--- src/rtl/adder_arbiter.sv ---
// adder_arbiter: round-robin arbiter that time-shares one external
// combinational adder between N_REQ requesters. One operation is in flight
// at a time: IDLE (grant) -> EXEC (adder settles) -> RESP (hold result).
module adder_arbiter #(
  parameter int NB_DATA = 32,
  parameter int N_REQ   = 4,
  parameter int NB_ID   = 2
) (
  input  logic                     i_clk,
  input  logic                     i_rst_n,
  input  logic [N_REQ-1:0]         i_req_valid,
  input  logic [N_REQ*NB_DATA-1:0] i_req_a,
  input  logic [N_REQ*NB_DATA-1:0] i_req_b,
  output logic [N_REQ-1:0]         o_req_ready,
  output logic [NB_DATA-1:0]       o_adder_a,
  output logic [NB_DATA-1:0]       o_adder_b,
  input  logic [NB_DATA-1:0]       i_adder,
  output logic                     o_rsp_valid,
  output logic [NB_ID-1:0]         o_rsp_id,
  output logic [NB_DATA-1:0]       o_rsp_sum,
  input  logic                     i_rsp_ready
);

  typedef enum logic [1:0] {
    IDLE = 2'd0,
    EXEC = 2'd1,
    RESP = 2'd2
  } state_e;

  state_e               state_q, state_d;
  logic [NB_ID-1:0]     last_q, last_d;
  logic [NB_ID-1:0]     rsp_id_q, rsp_id_d;
  logic [NB_DATA-1:0]   adder_a_q, adder_a_d;
  logic [NB_DATA-1:0]   adder_b_q, adder_b_d;
  logic [NB_DATA-1:0]   rsp_sum_q, rsp_sum_d;
  logic                 rsp_valid_q, rsp_valid_d;

  logic [N_REQ-1:0]     grant;
  logic [NB_ID-1:0]     gnt_idx;
  logic [NB_DATA-1:0]   req_a_arr [N_REQ];
  logic [NB_DATA-1:0]   req_b_arr [N_REQ];

  // Unpack the flat operand buses so a requester index selects a whole word.
  for (genvar k = 0; k < N_REQ; k++) begin : g_unpack
    assign req_a_arr[k] = i_req_a[k*NB_DATA +: NB_DATA];
    assign req_b_arr[k] = i_req_b[k*NB_DATA +: NB_DATA];
  end

  // Round-robin grant: first valid requester after the last one served.
  always_comb begin
    logic found;
    int   cand;
    // NOTE: every always_comb output gets a default first; a path that leaves
    // a signal unassigned would otherwise infer a latch.
    grant   = '0;
    gnt_idx = '0;
    found   = 1'b0;
    cand    = 0;
    if (state_q == IDLE) begin
      for (int i = 1; i <= N_REQ; i++) begin
        cand = (int'(last_q) + i) % N_REQ;
        if (!found && i_req_valid[NB_ID'(cand)]) begin
          found                = 1'b1;
          gnt_idx              = NB_ID'(cand);
          grant[NB_ID'(cand)]  = 1'b1;
        end
      end
    end
  end

  // Next-state and datapath register updates for the three-phase sequence.
  always_comb begin
    state_d     = state_q;
    last_d      = last_q;
    rsp_id_d    = rsp_id_q;
    adder_a_d   = adder_a_q;
    adder_b_d   = adder_b_q;
    rsp_sum_d   = rsp_sum_q;
    rsp_valid_d = rsp_valid_q;
    unique case (state_q)
      IDLE: begin
        // grant only ever marks a valid requester, so any grant is a handshake
        if (|grant) begin
          adder_a_d = req_a_arr[gnt_idx];
          adder_b_d = req_b_arr[gnt_idx];
          rsp_id_d  = gnt_idx;
          last_d    = gnt_idx;
          state_d   = EXEC;
        end
      end
      EXEC: begin
        rsp_sum_d   = i_adder;
        rsp_valid_d = 1'b1;
        state_d     = RESP;
      end
      RESP: begin
        if (i_rsp_ready) begin
          rsp_valid_d = 1'b0;
          state_d     = IDLE;
        end
      end
      default: state_d = IDLE;
    endcase
  end

  // State registers; reset points the round-robin at the last requester.
  always_ff @(posedge i_clk or negedge i_rst_n) begin
    // NOTE: sequential state uses non-blocking assignments so all flops
    // update together from pre-edge values, independent of statement order.
    if (!i_rst_n) begin
      state_q     <= IDLE;
      last_q      <= NB_ID'(N_REQ - 1);
      rsp_id_q    <= '0;
      adder_a_q   <= '0;
      adder_b_q   <= '0;
      rsp_sum_q   <= '0;
      rsp_valid_q <= 1'b0;
    end else begin
      state_q     <= state_d;
      last_q      <= last_d;
      rsp_id_q    <= rsp_id_d;
      adder_a_q   <= adder_a_d;
      adder_b_q   <= adder_b_d;
      rsp_sum_q   <= rsp_sum_d;
      rsp_valid_q <= rsp_valid_d;
    end
  end

  assign o_req_ready = grant;
  assign o_adder_a   = adder_a_q;
  assign o_adder_b   = adder_b_q;
  assign o_rsp_valid = rsp_valid_q;
  assign o_rsp_id    = rsp_id_q;
  assign o_rsp_sum   = rsp_sum_q;

endmodule

--- config.mk ---
export PLATFORM = sky130hd
export DESIGN_NAME = adder_arbiter
export DESIGN_NICKNAME = d
export VERILOG_FILES = /design/src/rtl/adder_arbiter.sv
export SDC_FILE = /design/constraint.sdc
export NUM_CORES = 1
export LEC_CHECK = 0
export BUFFER_PORTS_ARGS = -buffer_cell sky130_fd_sc_hd__buf_2
export CORE_AREA = 2 2 155 157
export CTS_CLUSTER_SIZE = 30
export DETAILED_ROUTE_END_ITERATION = 6
export DIE_AREA = 0 0 157 159
export GPL_TIMING_DRIVEN = 1
export SLEW_MARGIN = 20
export SYNTH_ARGS = -nofsm -noshare
export SYNTH_HDL_FRONTEND = slang
export SYNTH_SLANG_ARGS = --single-unit
--- constraint.sdc ---
create_clock -name i_clk -period 4.3 [get_ports i_clk]
set_input_delay 0.645 -clock i_clk [delete_from_list [all_inputs] [get_ports i_clk]]
set_output_delay 0.645 -clock i_clk [all_outputs]
set_load 0.005 [all_outputs]
==> results.toml, run 1 <==
[die]
ios = 398
dieArea_sq_um = 25000
fp.dieW_microns = 157
initial_core_util_pct = 29.4
rows = 56
core_sq_um = 23200
die_y_microns = 159

[global_routing]
grt_max_degree = 77
grt_first_pass_wirelength_mm = 36.5
grt_pass1_vias = 6712
antenna_found_initial = 0
grt.total_usage_pct = 18.5
grt_overflow_total = 0

[sta]
tns_ns = 0
final_hold_viol_count = 0
clock.fmax_mhz = 265
finalSetupViolations = 0
worst_slack_ns = 0.525
min_period_ns = 3.78
worst_pin_slew_ns = 0.928
timing.slew.headroom_pct = 38.1
rsz0062_at_grt = "false"
post-route-period-util_pct = 87.8
final_max_slew_viol_count = 0
finalClockSkew_ns = 0.0134

[yosys]
ys.flop_type = "dfrtp_1"
ys_warn_count = 0
async_flop_share_pct = 100
avgSynthCellArea_sq_um = 9.81
netlist_area_sq_um = 6810
syn_nets = 997
yosys_register_bits = 103
synth_edf_count = 0
syn-instance-count = 694
ys_seq_area_share_pct = 37.9
yosys.cell_types.count = 47

[drt]
met2_wirelength_mm = 11.9
dr_total_vias = 7165
top_layer = "met4"
route.met3.wl_mm = 1.92
drtPass1Iterations = 6
ant_nets = 0
wl_met1_mm = 10.2
wl_per_cell_microns = 18.1
drc_errors = 0
vias_per_cell = 5.28
routed_wl_mm = 24.6
drt-initial-drc-count = 763

[status]
status = "complete, no violations"

[min_path]
hold_path_class = "input pin to async pin"

[layout]
layout_commonest_cell = "buf_2"
fin_cells = 1356
area_delta_synth_final_pct = 38.1
fin_nets = 1335
diodes = 0
final_layout_size_suffix_gt1_share_pct = 52.4
layout_common_cells = "buf_2 (396), o21ai_0 (131), dfrtp_1 (101)"

[power_and_ir_drop]
p_seq_share_pct = 19.9
p_clk_share_pct = 9.2
max-vdd-ir-drop_uv = 682
sw_frac_of_total_pct = 45.9
powerDensity_nw_per_um2 = 986
power_frac_comb_pct = 70.9
switching_power_w = 0.00426
p_int_w = 0.00502
power.leakage_nw = 4.31

[place]
hpwlAfterDp_mm = 18.1
place.port_buffers = 397
dp_cells = 1340
dp_worst_setup_slack_ns = 0.574
gp_congestion = 0.797

[critical_path]
crit_fanout = 53
cp_data_arrival_time_ns = 4.01
crit_type = "flop to flop"
crit_path_end_kind = "flop"
worstPathRequired_ns = 4.53
r2r_cells = 10
crit_path_start_kind = "flop"

[cts]
h-tree-depth = 3
cts-root-buf = "clkbuf_16"
clk_latency_ns = 0.36
post_cts_resize_count = 0
cts_hold_buf = 0
clk_pin_slew_ns = 0.09
cts_buffer_depth = 2
cts_made_buffers = 9
cts_tree = "yes"
postCtsSetupBuffers = 0
clock_sinks = 103

[flow_run]
drv_cap = 0
-- through the flow --
step	total power, W	util (%)	area [sq um]	hold slack [ns]
final	0.00928	40.6	9410	0.398
after global placement	0.00838	39.2	9100	0.466
after global routing	0.00999	40.6	9410	0.472
after detailed placement	0.00843	39.2	9100	0.483
after CTS	0.00935	40.6	9410	0.452
after floorplan	0.00655	-	6810	0.349
-- sequential cells by signal (all words and copies together) (netlist names) --
register / cells
o_adder_a: 32
o_adder_b: 32
o_rsp_sum: 32
last_q: 2
o_rsp_id: 2
state_q: 2
o_rsp_valid: 1
-- worst paths after layout --
check	start	endpoint	slack, ns
max in group asynchronous	i_rst_n	o_adder_a[27]$_DFFE_PN0P_	2.99
min in group i_clk	o_rsp_id[0]$_DFFE_PN0P_	o_rsp_id[0]$_DFFE_PN0P_	0.49
max reg2reg	last_q[0]$_DFFE_PN1P_	o_adder_a[7]$_DFFE_PN0P_	0.52
min reg2reg	o_rsp_id[0]$_DFFE_PN0P_	o_rsp_id[0]$_DFFE_PN0P_	0.49
min	i_rst_n	o_adder_b[30]$_DFFE_PN0P_	0.40
max	last_q[0]$_DFFE_PN1P_	o_adder_a[7]$_DFFE_PN0P_	0.52
-- Yosys cell counts (2+ instances only) --
library cell / number / area (sq um)
nand2_1: 4 / 15.0
ha_1: 8 / 100
nand2b_1: 7 / 43.8
nand3_1: 67 / 335
a32oi_1: 64 / 561
nor3_1: 2 / 10.0
a31oi_1: 66 / 413
a22o_1: 2 / 17.5
nor2_1: 12 / 45.0
dfstp_2: 2 / 52.6
a311oi_1: 2 / 17.5
clkbuf_1: 65 / 244
buf_6: 6 / 67.6
a21o_1: 2 / 15.0
nand4b_1: 2 / 17.5
mux2_2: 48 / 541
buf_2: 12 / 60.1
inv_1: 4 / 15.0
and3_1: 2 / 12.5
mux2_4: 49 / 736
o211ai_1: 3 / 22.5
a21oi_1: 4 / 20.0
buf_1: 4 / 15.0
dfrtp_1: 101 / 2530
a221oi_1: 2 / 17.5
o21ai_0: 131 / 656
mux4_2: 3 / 67.6
-- layout make-up --
cell class,instances,area (sq um)
clock buffer,9,225
clock inverter,7,86.3
fill,2342,13800
inverter,5,21.3
multi-input combinational,498,3870
sequential,103,2580
tap,319,399
timing repair buffer,415,2220
-- per-layer routing --
metal	track usage [%]	up-vias
met2	31.7	324
met3	4.46	26
li1	-	3390
met5	0	-
met4	5.38	0
met1	22.9	3425
-- critical path, cell delays in order, from the launching register on --
cell,delay [ns]
dfstp_2,0.76
inv_1,0.25
ha_1,0.46
inv_1,0.16
mux4_2,0.52
o221ai_1,0.38
a21oi_4,0.12
buf_4,0.28
o21ai_0,0.24
a32oi_1,0.15
mux2_2,0.29
-- power by group through the flow --
stage	registers (W)	logic [W]	clock network, W
after floorplan	0.00185	0.00470	0
after global placement	0.00184	0.00653	0
after detailed placement	0.00185	0.00658	0
after CTS	0.00185	0.00661	0.000890
after global routing	0.00191	0.00715	0.000928
final	0.00184	0.00658	0.000855
-- logic make-up (layout without fill, tap and decap cells) --
group | count (synthesis) | in the layout | synth area share [%]
flip-flops | 103 | 103 | 37.9
multiplexers | 100 | 100 | 19.7
AND/OR/NAND/NOR | 105 | 105 | 8.16
AO/OA/AOI/OAI | 284 | 284 | 26.6
buffers and inverters | 93 | 436 | 6.02
adder cells (fa/ha/maj) | 8 | 8 | 1.47
XOR/XNOR | 1 | 1 | 0.129
Power figures use the tool's default switching activity.
==> inputs of run 2 (changes only) <==
--- a/config.mk
+++ b/config.mk
@@ -11,6 +11,8 @@
 export DETAILED_ROUTE_END_ITERATION = 6
 export DIE_AREA = 0 0 157 159
 export GPL_TIMING_DRIVEN = 1
+export MAX_ROUTING_LAYER = met4
+export SETUP_SLACK_MARGIN = 0.02
 export SLEW_MARGIN = 20
 export SYNTH_ARGS = -nofsm -noshare
 export SYNTH_HDL_FRONTEND = slang
==> results.toml, run 2 (synthesis results as in run 1) <==
[die]
dieArea_sq_um = 25000
ios = 398
initial_core_util_pct = 29.4
fp.dieW_microns = 157
die_y_microns = 159
rows = 56
core_sq_um = 23200

[flow_run]
drv_cap = 0

[power_and_ir_drop]
switching_power_w = 0.00427
p_clk_share_pct = 9.3
max-vdd-ir-drop_uv = 684
p_int_w = 0.00502
sw_frac_of_total_pct = 46.0
power_frac_comb_pct = 70.9
p_seq_share_pct = 19.8
power.leakage_nw = 4.31
powerDensity_nw_per_um2 = 987

[critical_path]
crit_path_end_kind = "flop"
crit_fanout = 53
crit_type = "flop to flop"
crit_top_cell = "inv_1"
crit_path_start_kind = "flop"
worstPathCellList = "inv_1 > ha_1 > inv_1 > mux4_2 > o221ai_1 > a21oi_4 > buf_4 > o21ai_0 > a32oi_1 > mux2_2"
cp.buffers_inverters = 3
worstPathRequired_ns = 4.53
slowest_stage = "dfstp_2"
cp_data_arrival_time_ns = 4.00
cp_top_family = "compound AO/OA/AOI/OAI gates"
max_stage_delay_ns = 0.76

[drt]
routed_wl_mm = 24.6
drtPass1Iterations = 5
vias_per_cell = 5.30
drc_errors = 0
dr_total_vias = 7186
ant_nets = 0
drt-initial-drc-count = 767
wl_per_cell_microns = 18.1

[place]
hpwlAfterDp_mm = 18.1
place.port_buffers = 397
gp_congestion = 0.809

[sta]
tns_ns = 0
clock.fmax_mhz = 265
post-route-period-util_pct = 87.7
worst_pin_slew_ns = 0.930
rsz0062_at_grt = "false"
finalClockSkew_ns = 0.0123
min_period_ns = 3.77
final_max_slew_viol_count = 0
finalSetupViolations = 0
timing.slew.headroom_pct = 38.0
final_hold_viol_count = 0

[status]
status = "complete, no violations"

[cts]
cts_buffer_depth = 2
clk_pin_slew_ns = 0.09
cts_tree = "yes"
cts_hold_buf = 0
clk_latency_ns = 0.36
postCtsSetupBuffers = 0
cts_made_buffers = 9
post_cts_resize_count = 0
h-tree-depth = 3
clock_sinks = 103
cts-root-buf = "clkbuf_16"

[min_path]
hold_path_class = "input pin to async pin"

[global_routing]
grt_pass1_vias = 6723
antenna_found_initial = 0
grt_first_pass_wirelength_mm = 36.3
grt_max_degree = 77
grt.total_usage_pct = 19.0
grt_overflow_total = 0

[layout]
final_layout_size_suffix_gt1_share_pct = 52.4
layout_common_cells = "buf_2 (396), o21ai_0 (131), dfrtp_1 (101)"
utilization_pct = 40.6
fin_nets = 1335
diodes = 0
fill_cells = 2342
layout_commonest_cell = "buf_2"
area_delta_synth_final_pct = 38.1
run 2: cell counts in the layout (fill, tap and decap cells not counted):
Identical to the previous run, type by type.
run 2: routing by layer:
metal	GRT usage [%]	wire length, microns
met1	23.4	10200
met2	31.8	11900
met3	3.54	1920
met4	5.38	541
met5	-	0
run 2: final timing paths:
kind / startpoint / endpoint / slack [ns] / cells past startpoint
setup / recovery: last_q[0]$_DFFE_PN1P_ / o_adder_a[7]$_DFFE_PN0P_ / 0.53 / 10
hold / removal: i_rst_n / o_adder_b[30]$_DFFE_PN0P_ / 0.39 / 1
setup reg to reg: last_q[0]$_DFFE_PN1P_ / o_adder_a[7]$_DFFE_PN0P_ / 0.53 / 10
hold reg to reg: o_rsp_id[0]$_DFFE_PN0P_ / o_rsp_id[0]$_DFFE_PN0P_ / 0.49 / 2
max in group asynchronous: i_rst_n / o_adder_a[27]$_DFFE_PN0P_ / 2.99 / 2
min in group i_clk: o_rsp_id[0]$_DFFE_PN0P_ / o_rsp_id[0]$_DFFE_PN0P_ / 0.49 / 2
run 2: cell type report:
type	instances	area (sq um)	area share (%)
sequential	103	2580	27.4
inverter	5	21.3	0.226
timing repair buffer	415	2220	23.6
multi-input combinational	498	3870	41.2
clock inverter	7	86.3	0.918
clock buffer	9	225	2.39
tap	319	399	4.24
run 2: stage by stage:
| stage | hold slack, ns | total power [W] | std cells | area, sq um | setup WS [ns] |
|---|---|---|---|---|---|
| after floorplan | 0.349 | 0.00655 | 694 | 6810 | 0.968 |
| after global placement | 0.466 | 0.00838 | 1340 | 9100 | 0.634 |
| after detailed placement | 0.483 | 0.00843 | 1340 | 9100 | 0.574 |
| after CTS | 0.452 | 0.00935 | 1356 | 9410 | 0.548 |
| after global routing | 0.472 | 0.00998 | 1356 | 9410 | 0.288 |
| final | 0.395 | 0.00928 | 1356 | 9410 | 0.531 |
run 2: power groups by stage:
stage	clock network, W	logic (W)	registers (W)
after CTS	0.000890	0.00661	0.00185
final	0.000859	0.00658	0.00184
after global placement	0	0.00653	0.00184
after detailed placement	0	0.00658	0.00185
after floorplan	0	0.00470	0.00185
after global routing	0.000927	0.00715	0.00191
